`src/rtl/dot_product_engine_if.sv`:
```
// -----------------------------------------------------------------------------
// dot_product_engine_if
//
// Groups the signals between the dot-product engine and its surroundings:
// the pass control (start/busy), the shared read port of the two operand
// memories, and the valid/ready result handshake.
//
// Modports:
//   master : the dot_product_engine side (drives rd_en/rd_addr, busy, result)
//   slave  : the environment side (memories, start source, result consumer)
//
// Signals:
//   start        start a pass (from the writer's done pulse)
//   busy         engine is not idle
//   rd_en        memory read enable
//   rd_addr      memory read address
//   dout_a       vector A element, valid one cycle after rd_en
//   dout_b       vector B element, same timing as dout_a
//   result       dot product
//   result_valid result is available
//   result_ready downstream accepts result
// -----------------------------------------------------------------------------
interface dot_product_engine_if #(
   parameter int DATA_WIDTH  = 8,
   parameter int VETOR_WIDTH = 4,
   parameter int DEPTH       = VETOR_WIDTH * DATA_WIDTH,
   parameter int ADDR_WIDTH  = $clog2(DEPTH),
   parameter int ACC_WIDTH   = 2 * DATA_WIDTH + ADDR_WIDTH + 1
);
   logic                  start;
   logic                  busy;
   logic                  rd_en;
   logic [ADDR_WIDTH-1:0] rd_addr;
   logic [DATA_WIDTH-1:0] dout_a;
   logic [DATA_WIDTH-1:0] dout_b;
   logic [ACC_WIDTH-1:0]  result;
   logic                  result_valid;
   logic                  result_ready;

   modport master (
      input  start,
      output busy,
      output rd_en,
      output rd_addr,
      input  dout_a,
      input  dout_b,
      output result,
      output result_valid,
      input  result_ready
   );

   modport slave (
      output start,
      input  busy,
      input  rd_en,
      input  rd_addr,
      output dout_a,
      output dout_b,
      input  result,
      input  result_valid,
      output result_ready
   );
endinterface

```
`src/rtl/dot_product_engine.sv`:
```
// -----------------------------------------------------------------------------
// dot_product_engine
//
// On start, reads addresses 0..DEPTH-1 from the shared read port of the two
// operand memories, multiplies each dout_a/dout_b pair and accumulates the
// products. The final sum is offered on a valid/ready handshake.
//
// Ports:
//   clk    clock, rising edge
//   rst_n  synchronous, active-low reset
//   bus    dot_product_engine_if.master (start/busy, rd_en/rd_addr,
//          dout_a/dout_b, result/result_valid/result_ready)
//
// Build option:
//   DOT_SIGNED_EN  when defined, operands are two's-complement and products
//                  are sign-extended into the accumulator; otherwise operands
//                  are unsigned and products are zero-extended.
//
// Pipeline: rd_en (cycle n) -> data tag (n+1, aligned with dout_a/b)
//           -> product tag (n+2, aligned with prod_reg) -> accumulate.
// -----------------------------------------------------------------------------
module dot_product_engine #(
   parameter int DATA_WIDTH  = 8,
   parameter int VETOR_WIDTH = 4,
   parameter int DEPTH       = VETOR_WIDTH * DATA_WIDTH,
   parameter int ADDR_WIDTH  = $clog2(DEPTH),
   parameter int ACC_WIDTH   = 2 * DATA_WIDTH + ADDR_WIDTH + 1
) (
   input  logic                 clk,
   input  logic                 rst_n,
   dot_product_engine_if.master bus
);

   localparam int PROD_WIDTH = 2 * DATA_WIDTH;
   localparam int EXT_WIDTH  = ACC_WIDTH - PROD_WIDTH;
   localparam logic [ADDR_WIDTH-1:0] LAST_ADDR = ADDR_WIDTH'(DEPTH - 1);

   typedef enum logic [1:0] {
      IDLE  = 2'd0,
      READ  = 2'd1,
      DRAIN = 2'd2,
      HOLD  = 2'd3
   } state_t;

   state_t                 state_reg;
   logic                   rd_en_reg;
   logic [ADDR_WIDTH-1:0]  rd_addr_reg;
   logic                   busy_reg;
   logic [ACC_WIDTH-1:0]   result_reg;
   logic                   result_valid_reg;
   logic                   data_vld_reg;
   logic                   prod_vld_reg;
   logic [ACC_WIDTH-1:0]   prod_reg;
   logic [ACC_WIDTH-1:0]   acc_reg;
   logic                   drain_cnt_reg;

   logic [PROD_WIDTH-1:0]  prod_full;
   logic [ACC_WIDTH-1:0]   prod_ext;
   logic [ACC_WIDTH-1:0]   acc_next;

`ifdef DOT_SIGNED_EN
   // Widen with sign before multiplying so the low PROD_WIDTH bits are the
   // exact two's-complement product.
   assign prod_full = PROD_WIDTH'($signed(bus.dout_a)) * PROD_WIDTH'($signed(bus.dout_b));
   assign prod_ext  = {{EXT_WIDTH{prod_full[PROD_WIDTH-1]}}, prod_full};
`else
   assign prod_full = PROD_WIDTH'(bus.dout_a) * PROD_WIDTH'(bus.dout_b);
   assign prod_ext  = {{EXT_WIDTH{1'b0}}, prod_full};
`endif

   // Accumulator value after this cycle; also used to latch the result so the
   // final product (accumulated in the last DRAIN cycle) is included.
   assign acc_next = prod_vld_reg ? (acc_reg + prod_reg) : acc_reg;

   always_ff @(posedge clk) begin
      if (!rst_n) begin
         state_reg        <= IDLE;
         rd_en_reg        <= 1'b0;
         rd_addr_reg      <= '0;
         busy_reg         <= 1'b0;
         result_reg       <= '0;
         result_valid_reg <= 1'b0;
         data_vld_reg     <= 1'b0;
         prod_vld_reg     <= 1'b0;
         prod_reg         <= '0;
         acc_reg          <= '0;
         drain_cnt_reg    <= 1'b0;
      end else begin
         // Data/product pipeline advances while a pass is streaming.
         if (state_reg == READ || state_reg == DRAIN) begin
            data_vld_reg <= rd_en_reg;
            prod_vld_reg <= data_vld_reg;
            prod_reg     <= prod_ext;
            acc_reg      <= acc_next;
         end

         case (state_reg)
            IDLE: begin
               acc_reg       <= '0;
               prod_reg      <= '0;
               data_vld_reg  <= 1'b0;
               prod_vld_reg  <= 1'b0;
               rd_addr_reg   <= '0;
               drain_cnt_reg <= 1'b0;
               if (bus.start) begin
                  state_reg <= READ;
                  rd_en_reg <= 1'b1;
                  busy_reg  <= 1'b1;
               end
            end

            READ: begin
               if (rd_addr_reg == LAST_ADDR) begin
                  state_reg     <= DRAIN;
                  rd_en_reg     <= 1'b0;
                  drain_cnt_reg <= 1'b0;
               end else begin
                  rd_addr_reg <= rd_addr_reg + 1'b1;
               end
            end

            DRAIN: begin
               // Two cycles: one for the memory read stage, one for the
               // product stage.
               drain_cnt_reg <= 1'b1;
               if (drain_cnt_reg) begin
                  state_reg        <= HOLD;
                  result_reg       <= acc_next;
                  result_valid_reg <= 1'b1;
               end
            end

            HOLD: begin
               if (result_valid_reg && bus.result_ready) begin
                  state_reg        <= IDLE;
                  result_valid_reg <= 1'b0;
                  busy_reg         <= 1'b0;
               end
            end

            default: begin
               state_reg <= IDLE;
               rd_en_reg <= 1'b0;
               busy_reg  <= 1'b0;
            end
         endcase
      end
   end

   assign bus.rd_en        = rd_en_reg;
   assign bus.rd_addr      = rd_addr_reg;
   assign bus.busy         = busy_reg;
   assign bus.result       = result_reg;
   assign bus.result_valid = result_valid_reg;

endmodule

```
`src/flat_wrapper.sv`:
```
// flat-port wrapper written by rule: the top's interface ports become plain ports
module dot_product_engine_flat 
#(
   parameter int DATA_WIDTH  = 8,
   parameter int VETOR_WIDTH = 4,
   parameter int DEPTH       = VETOR_WIDTH * DATA_WIDTH,
   parameter int ADDR_WIDTH  = $clog2(DEPTH),
   parameter int ACC_WIDTH   = 2 * DATA_WIDTH + ADDR_WIDTH + 1
)
  (clk, rst_n, bus_start, bus_busy, bus_rd_en, bus_rd_addr, bus_dout_a, bus_dout_b, bus_result, bus_result_valid, bus_result_ready);
  dot_product_engine_if #(.DATA_WIDTH(DATA_WIDTH), .VETOR_WIDTH(VETOR_WIDTH), .DEPTH(DEPTH), .ADDR_WIDTH(ADDR_WIDTH), .ACC_WIDTH(ACC_WIDTH)) bus_i ();
  input  logic clk;
  input  logic rst_n;
  input wire logic [$bits(bus_i.start)-1:0] bus_start;
  output wire logic [$bits(bus_i.busy)-1:0] bus_busy;
  output wire logic [$bits(bus_i.rd_en)-1:0] bus_rd_en;
  output wire logic [$bits(bus_i.rd_addr)-1:0] bus_rd_addr;
  input wire logic [$bits(bus_i.dout_a)-1:0] bus_dout_a;
  input wire logic [$bits(bus_i.dout_b)-1:0] bus_dout_b;
  output wire logic [$bits(bus_i.result)-1:0] bus_result;
  output wire logic [$bits(bus_i.result_valid)-1:0] bus_result_valid;
  input wire logic [$bits(bus_i.result_ready)-1:0] bus_result_ready;
  assign bus_i.start = bus_start;
  assign bus_busy = bus_i.busy;
  assign bus_rd_en = bus_i.rd_en;
  assign bus_rd_addr = bus_i.rd_addr;
  assign bus_i.dout_a = bus_dout_a;
  assign bus_i.dout_b = bus_dout_b;
  assign bus_result = bus_i.result;
  assign bus_result_valid = bus_i.result_valid;
  assign bus_i.result_ready = bus_result_ready;
  dot_product_engine #(.DATA_WIDTH(DATA_WIDTH), .VETOR_WIDTH(VETOR_WIDTH), .DEPTH(DEPTH), .ADDR_WIDTH(ADDR_WIDTH), .ACC_WIDTH(ACC_WIDTH)) u_core (.clk(clk), .rst_n(rst_n), .bus(bus_i));
endmodule
```
`config.mk`:
```
export PLATFORM = sky130hd
export DESIGN_NAME = dot_product_engine_flat
export DESIGN_NICKNAME = d
export VERILOG_FILES = /design/src/rtl/dot_product_engine_if.sv /design/src/rtl/dot_product_engine.sv /design/src/flat_wrapper.sv
export SDC_FILE = /design/constraint.sdc
export NUM_CORES = 1
export LEC_CHECK = 0
export ABC_AREA = 1
export CELL_PAD_IN_SITES_DETAIL_PLACEMENT = 1
export CELL_PAD_IN_SITES_GLOBAL_PLACEMENT = 1
export CORE_AREA = 3 3 141 143
export CTS_CLUSTER_DIAMETER = 100
export DETAILED_ROUTE_END_ITERATION = 10
export DIE_AREA = 0 0 144 146
export PLACE_DENSITY_LB_ADDON = 0.12
export SLEW_MARGIN = 20
export SYNTH_ARGS = -nofsm -noshare
export SYNTH_HDL_FRONTEND = slang
export SYNTH_SLANG_ARGS = --single-unit
export TNS_END_PERCENT = 1
```
`constraint.sdc`:
```
create_clock -name clk -period 4.5 [get_ports clk]
set_input_delay 0.9 -clock clk [delete_from_list [all_inputs] [get_ports clk]]
set_output_delay 0.9 -clock clk [all_outputs]
set_load 0.03 [all_outputs]
```
* After elaboration in Yosys (flattened, before gate mapping)
Index checks and enable logic that the tools add are counted.
** Storage, ports and cells
- Output and inout port bits :: 30
- Register bits :: 73
- Input bits :: 20
** Cells by class
- Multiplexer cells :: 16
- Eq/ne operators :: 9
- Add/sub/neg operators :: 2
- Bitwise logic cells :: 1
- Multiply operators :: 1
- Reduce and logical (&&, ||, !) cells :: 15
** Operators by type and width (count)
- 22-bit by 16-bit adder with 22-bit output :: 1
- 22-bit 2-to-1 mux :: 1
- 8-bit by 8-bit multiplier with 16-bit output :: 1
- 5-bit case mux with 2 select lines :: 1
- 3-bit AND reduction :: 3
- 2-bit 2-to-1 mux :: 4
- 2-bit case mux with 4 select lines :: 1
- 2-bit != test (second input constant) :: 3
- 1-bit case mux with 2 select lines :: 3
- 2-bit AND reduction :: 3
- 2-bit nonzero test :: 3
- 5-bit by 1-bit adder with 5-bit output (second input constant) :: 1
- 5-bit equality test (second input constant) :: 1
- 5-bit 2-to-1 mux :: 1
- 2-bit equality test (second input constant) :: 2
- 1-bit 2-to-1 mux :: 4
- 2-bit by 1-bit != test with 1-bit output (second input constant) :: 2
- 4-bit AND reduction :: 1
- 1-bit case mux with 3 select lines :: 1
- 3-bit nonzero test :: 1
- 2-bit by 1-bit equality test with 1-bit output (second input constant) :: 1
- 2-bit zero test :: 1
- 2-bit OR reduction :: 1
- 1-bit logical AND :: 1
- other kinds (2) :: 2

* Depth between registers and ports, before layout
Gate-level depths: netlist of run 1.
- Depth in word-level cells :: 3
- Gate-level depth with buffers :: 20
- Mapped depth without buffers :: 19

* Least setup slack after synthesis of run 1
Ideal clock, no wire load.
- Kind :: in2reg
- Start point :: in bus_dout_a[0]
- End point :: reg u_core.prod_reg[10]
- Path slack :: -143 ps
- Required time :: 4385 ps
- Cell stages on the path :: 18
- Arrival :: 4527 ps
- Setup time :: 115 ps
- Cell sequence :: clkbuf_1 > nand2_1 > fa_1 > fa_1 > inv_1 > fa_1 > inv_1 > fa_1 > inv_1 > ha_1 > a21oi_1 > o21ai_1 > nor2_1 > o21ai_0 > nand2_1 > nand2_1 > o21ai_0 > inv_1
** Between the ends
- Cells in the longest elaborated chain, start to end :: 1
** Ends and longest elaborated chain
- start: declaration :: line flat_wrapper.sv:18 : input wire logic [$bits(bus_i.dout_a)-1:0] bus_dout_a;
- 8-bit by 8-bit multiplier with 16-bit output :: line dot_product_engine.sv:67 : assign prod_full = PROD_WIDTH'(bus.dout_a) * PROD_WIDTH'(bus.dout_b);
- end signal: assignment :: line dot_product_engine.sv:93 : prod_reg <= prod_ext;
- end: declaration :: line dot_product_engine.sv:53 : logic [ACC_WIDTH-1:0] prod_reg;
No other way between the ends.
A chain may end at the register's enable or synchronous reset.

* Final worst setup path of run 1
- Start point :: in bus_dout_a[6]
- End point :: reg u_core.prod_reg[13]
The elaborated chain is that of the path after synthesis.

==> results of run 1 <==
layout make-up:
cell class                 count  area (µm²)
inverter                     215         807
multi-input combinational    675        4210
tap                          234         293
timing repair buffer          95         782
clock inverter                 6        42.5
sequential                    73        1460
clock buffer                  10         239
fill                        2427       10900
per-layer routing:
layer  GRT usage, %  vias to the layer above  part of all wire [%]
met5              0                        -                     0
met1           27.8                     2806                    55
li1               -                     3199                     -
met2           27.8                       61                    43
met4           2.82                        0                  0.48
met3           2.96                        7                   2.1
worst max path at each step:
| stage | start | to | slack (ns) | cells after the start |
|---|---|---|---|---|
| 3_3_place_gp | bus_dout_a[5] | u_core.prod_reg[14] | -0.68 | 18 |
| 4_1_cts | bus_dout_a[7] | u_core.prod_reg[15] | 0.01 | 18 |
| 2_1_floorplan | bus_dout_a[1] | u_core.prod_reg[11] | 0.04 | 18 |
| 3_5_place_dp | bus_dout_a[2] | u_core.prod_reg[14] | -0.75 | 18 |
| 5_1_grt | bus_dout_a[6] | u_core.prod_reg[14] | -0.002 | 17 |
| 6_report | bus_dout_a[6] | u_core.prod_reg[13] | 0.24 | 17 |
logic make-up after synthesis:
family / synth area share (%)
buf+inv: 14.9
xor+xnor: 1.08
simple gates: 29.3
flops: 22.5
fa+ha+maj: 22.6
compound gates: 9.56
mux: 0.154
through the flow:
step	total power (µW)	hold WS [ns]	setup TNS, ns	utilization, %
after floorplan	2430	0.437	0	-
after global placement	3170	0.449	-5.93	40.0
after detailed placement	3190	0.476	-6.34	40.0
after CTS	4010	0.485	0	41.9
after global routing	4410	0.513	-0.00228	41.9
final	4020	0.477	0	41.9
synthesized netlist by cell type, drive strengths merged:
master / count / area, µm²
nand2: 246 / 936
inv: 215 / 807
nor2: 108 / 420
nand3: 77 / 395
dfxtp: 73 / 1460
ha: 58 / 726
a21oi: 53 / 265
o21ai: 43 / 215
fa: 37 / 741
clkbuf: 24 / 90.1
buf: 14 / 71.3
o211ai: 9 / 67.6
nor3: 7 / 35.0
nand4: 6 / 37.5
xor2: 6 / 52.6
or2: 4 / 25.0
and2: 3 / 20.0
nor4: 3 / 18.8
o21bai: 3 / 22.5
o22ai: 3 / 18.8
nand3b: 2 / 15.0
xnor2: 2 / 17.5
a211oi: 1 / 7.51
a31oi: 1 / 6.26
mux2i: 1 / 10.0
o221a: 1 / 11.3
o31ai: 1 / 7.51
power breakdown:
part           total, µW  switching, µW  internal, µW
Combinational       2400           1480           918
Sequential           935            129           806
Clock                682            293           389
tightest hold or removal path, delay by kind of cell (launching register included):
kind / cells / cell delay [ns]
flip-flops: 1 / 0.31
AND/OR/NAND/NOR: 1 / 0.06
AO/OA/AOI/OAI: 1 / 0.06
what timing repair did:
| item | in CTS | in global routing |
|---|---|---|
| cloned | 0 | 0 |
| pin swaps | 9 | 11 |
| gates resized for setup | 36 | 38 |
| setup buffers | 1 | 0 |
| endpoints found under the setup margin | 9 | 9 |
==> run_results.csv, run 1 <==
group,metric,value,unit
run_status,status,"finished clean",
die,ios,50,
timing,fin_crit,4.26,ns
yosys,synth_cell_types,36,
global_route,grt_pass1_wl,31300,µm
final_layout,layout_commonest_cell,"nand2_1",
yosys,syn-num-nets,1116,
detailed_routing,dr_total_vias,6073,
power,leakagePower,0.00431,µW
final_layout,fin_area,7830,µm²
detailed_routing,drc,0,
clock_network,cts_sinks,73,
power,ir_drop,0.000280,V
timing,slew_viol_final,0,
yosys,synth.ff_latch_count,73,
detailed_routing,ant_nets,0,
detailed_routing,wl_per_cell,14.1,µm
global_route,grt_use_total,18.3,%
global_route,grt_pass1_vias,6261,
worst_setup_path,worst-path-max-fanout,4,
final_layout,finish.net_count,1184,
timing,hold_violations,0,
worst_setup_path,end_kind,"flip-flop",
timing,min_period_over_period,94.6,%
timing,rsz0062_at_grt,"yes",
final_layout,final_cells,1308,
timing,final-setup-viol-count,0,
placement,place_inst,1291,
power,power_density,513,nW/µm²
timing,worstMarginPinSlew,0.867,ns
clock_network,clockBufferDepth,2,
worst_setup_path,worstReg2RegEnd,"u_core.bus.result[16]",
clock_network,numCtsBuffers,9,
placement,dp_worst_setup_slack,-0.746,ns
clock_network,cts_max_level,3,
timing,skew,0.00819,ns
hold_path,min_to,"u_core.data_vld_reg",
worst_setup_path,r2r-start,"u_core.prod_reg[0]",
worst_setup_path,r2r_cells,15,
die,core_area,18700,µm²
worst_setup_path,path_cells,"dlygate4sd2_1 > nand2_1 > inv_1 > fa_1 > fa_1 > fa_1 > inv_1 > fa_1 > inv_1 > ha_4 > nand2_2 > nor2_1 > nand3_1 > nand4_1 > nand3_1 > o211ai_1 > inv_1",
hold_path,min_path_cells,2,
global_route,grt_overflow_total,0,
final_layout,n_antenna_cell,0,
clock_network,clk_latency,0.34,ns
worst_setup_path,startpoint_type,"primary input",
die,fp-row-count,50,
yosys,syn_area,6500,µm²
die,start_util,34.8,%
worst_setup_path,crit_buf_inv,5,
clock_network,cts_tree,"yes",
placement,place_hpwl,14800,µm
yosys,avgSynthCellArea,6.49,µm²
timing,fin_ws,0.242,ns
worst_setup_path,crit_type,"primary input to flip-flop",
clock_network,clkTransAtPathRegs,0.06,ns
clock_network,cts_hold_buffers,0,
worst_setup_path,cpMaxStageDelayCell,"fa_1",
timing,max_freq,235,MHz
worst_setup_path,r2r_slack,2.03,ns
die,die_area,21000,µm²
final_layout,drive_above_1_share,10.7,%
hold_path,min_from,"u_core.data_vld_reg",
global_route,antenna_found_initial,0,
global_route,grt_max_degree,57,
yosys,syn_inst,1001,
detailed_routing,wirelength,18500,µm
yosys,yosysSeqAreaShare,22.5,%
worst_setup_path,crit_required,4.73,ns
job,drv_cap,0,
worst_setup_path,crit_family,"adder cells",
hold_path,hold_path_class,"flip-flop to flip-flop",
die,die_w,144,µm
final_layout,syn2layout_area_growth,20.5,%
placement,portBuffers,49,
detailed_routing,dr.first_iter.drc_count,198,
yosys,yosysWarningCount,0,
placement,placed_area,7480,µm²
detailed_routing,via_per_inst,4.64,
placement,finalWeightedCongestion,0.870,
final_layout,layout_common_cells,"nand2_1 (235), inv_1 (213), nor2_1 (102)",
worst_setup_path,crit_arrival,4.49,ns
timing,slew_headroom,42.1,%
clock_network,cts-root-buf,"clkbuf_16",
detailed_routing,firstDrtPassIters,4,
die,die_y,146,µm
worst_setup_path,cpPeakStageDelay,0.55,ns
No activity file was read; power rests on OpenSTA's default activity.
==> run 2: changes to the inputs <==
--- a/config.mk
+++ b/config.mk
@@ -13,7 +13,6 @@
 export DETAILED_ROUTE_END_ITERATION = 10
 export DIE_AREA = 0 0 144 146
 export PLACE_DENSITY_LB_ADDON = 0.12
-export SLEW_MARGIN = 20
 export SYNTH_ARGS = -nofsm -noshare
 export SYNTH_HDL_FRONTEND = slang
 export SYNTH_SLANG_ARGS = --single-unit
==> results of run 2 <==
No change in the layout: final DEF, timing and power equal those of run 1.
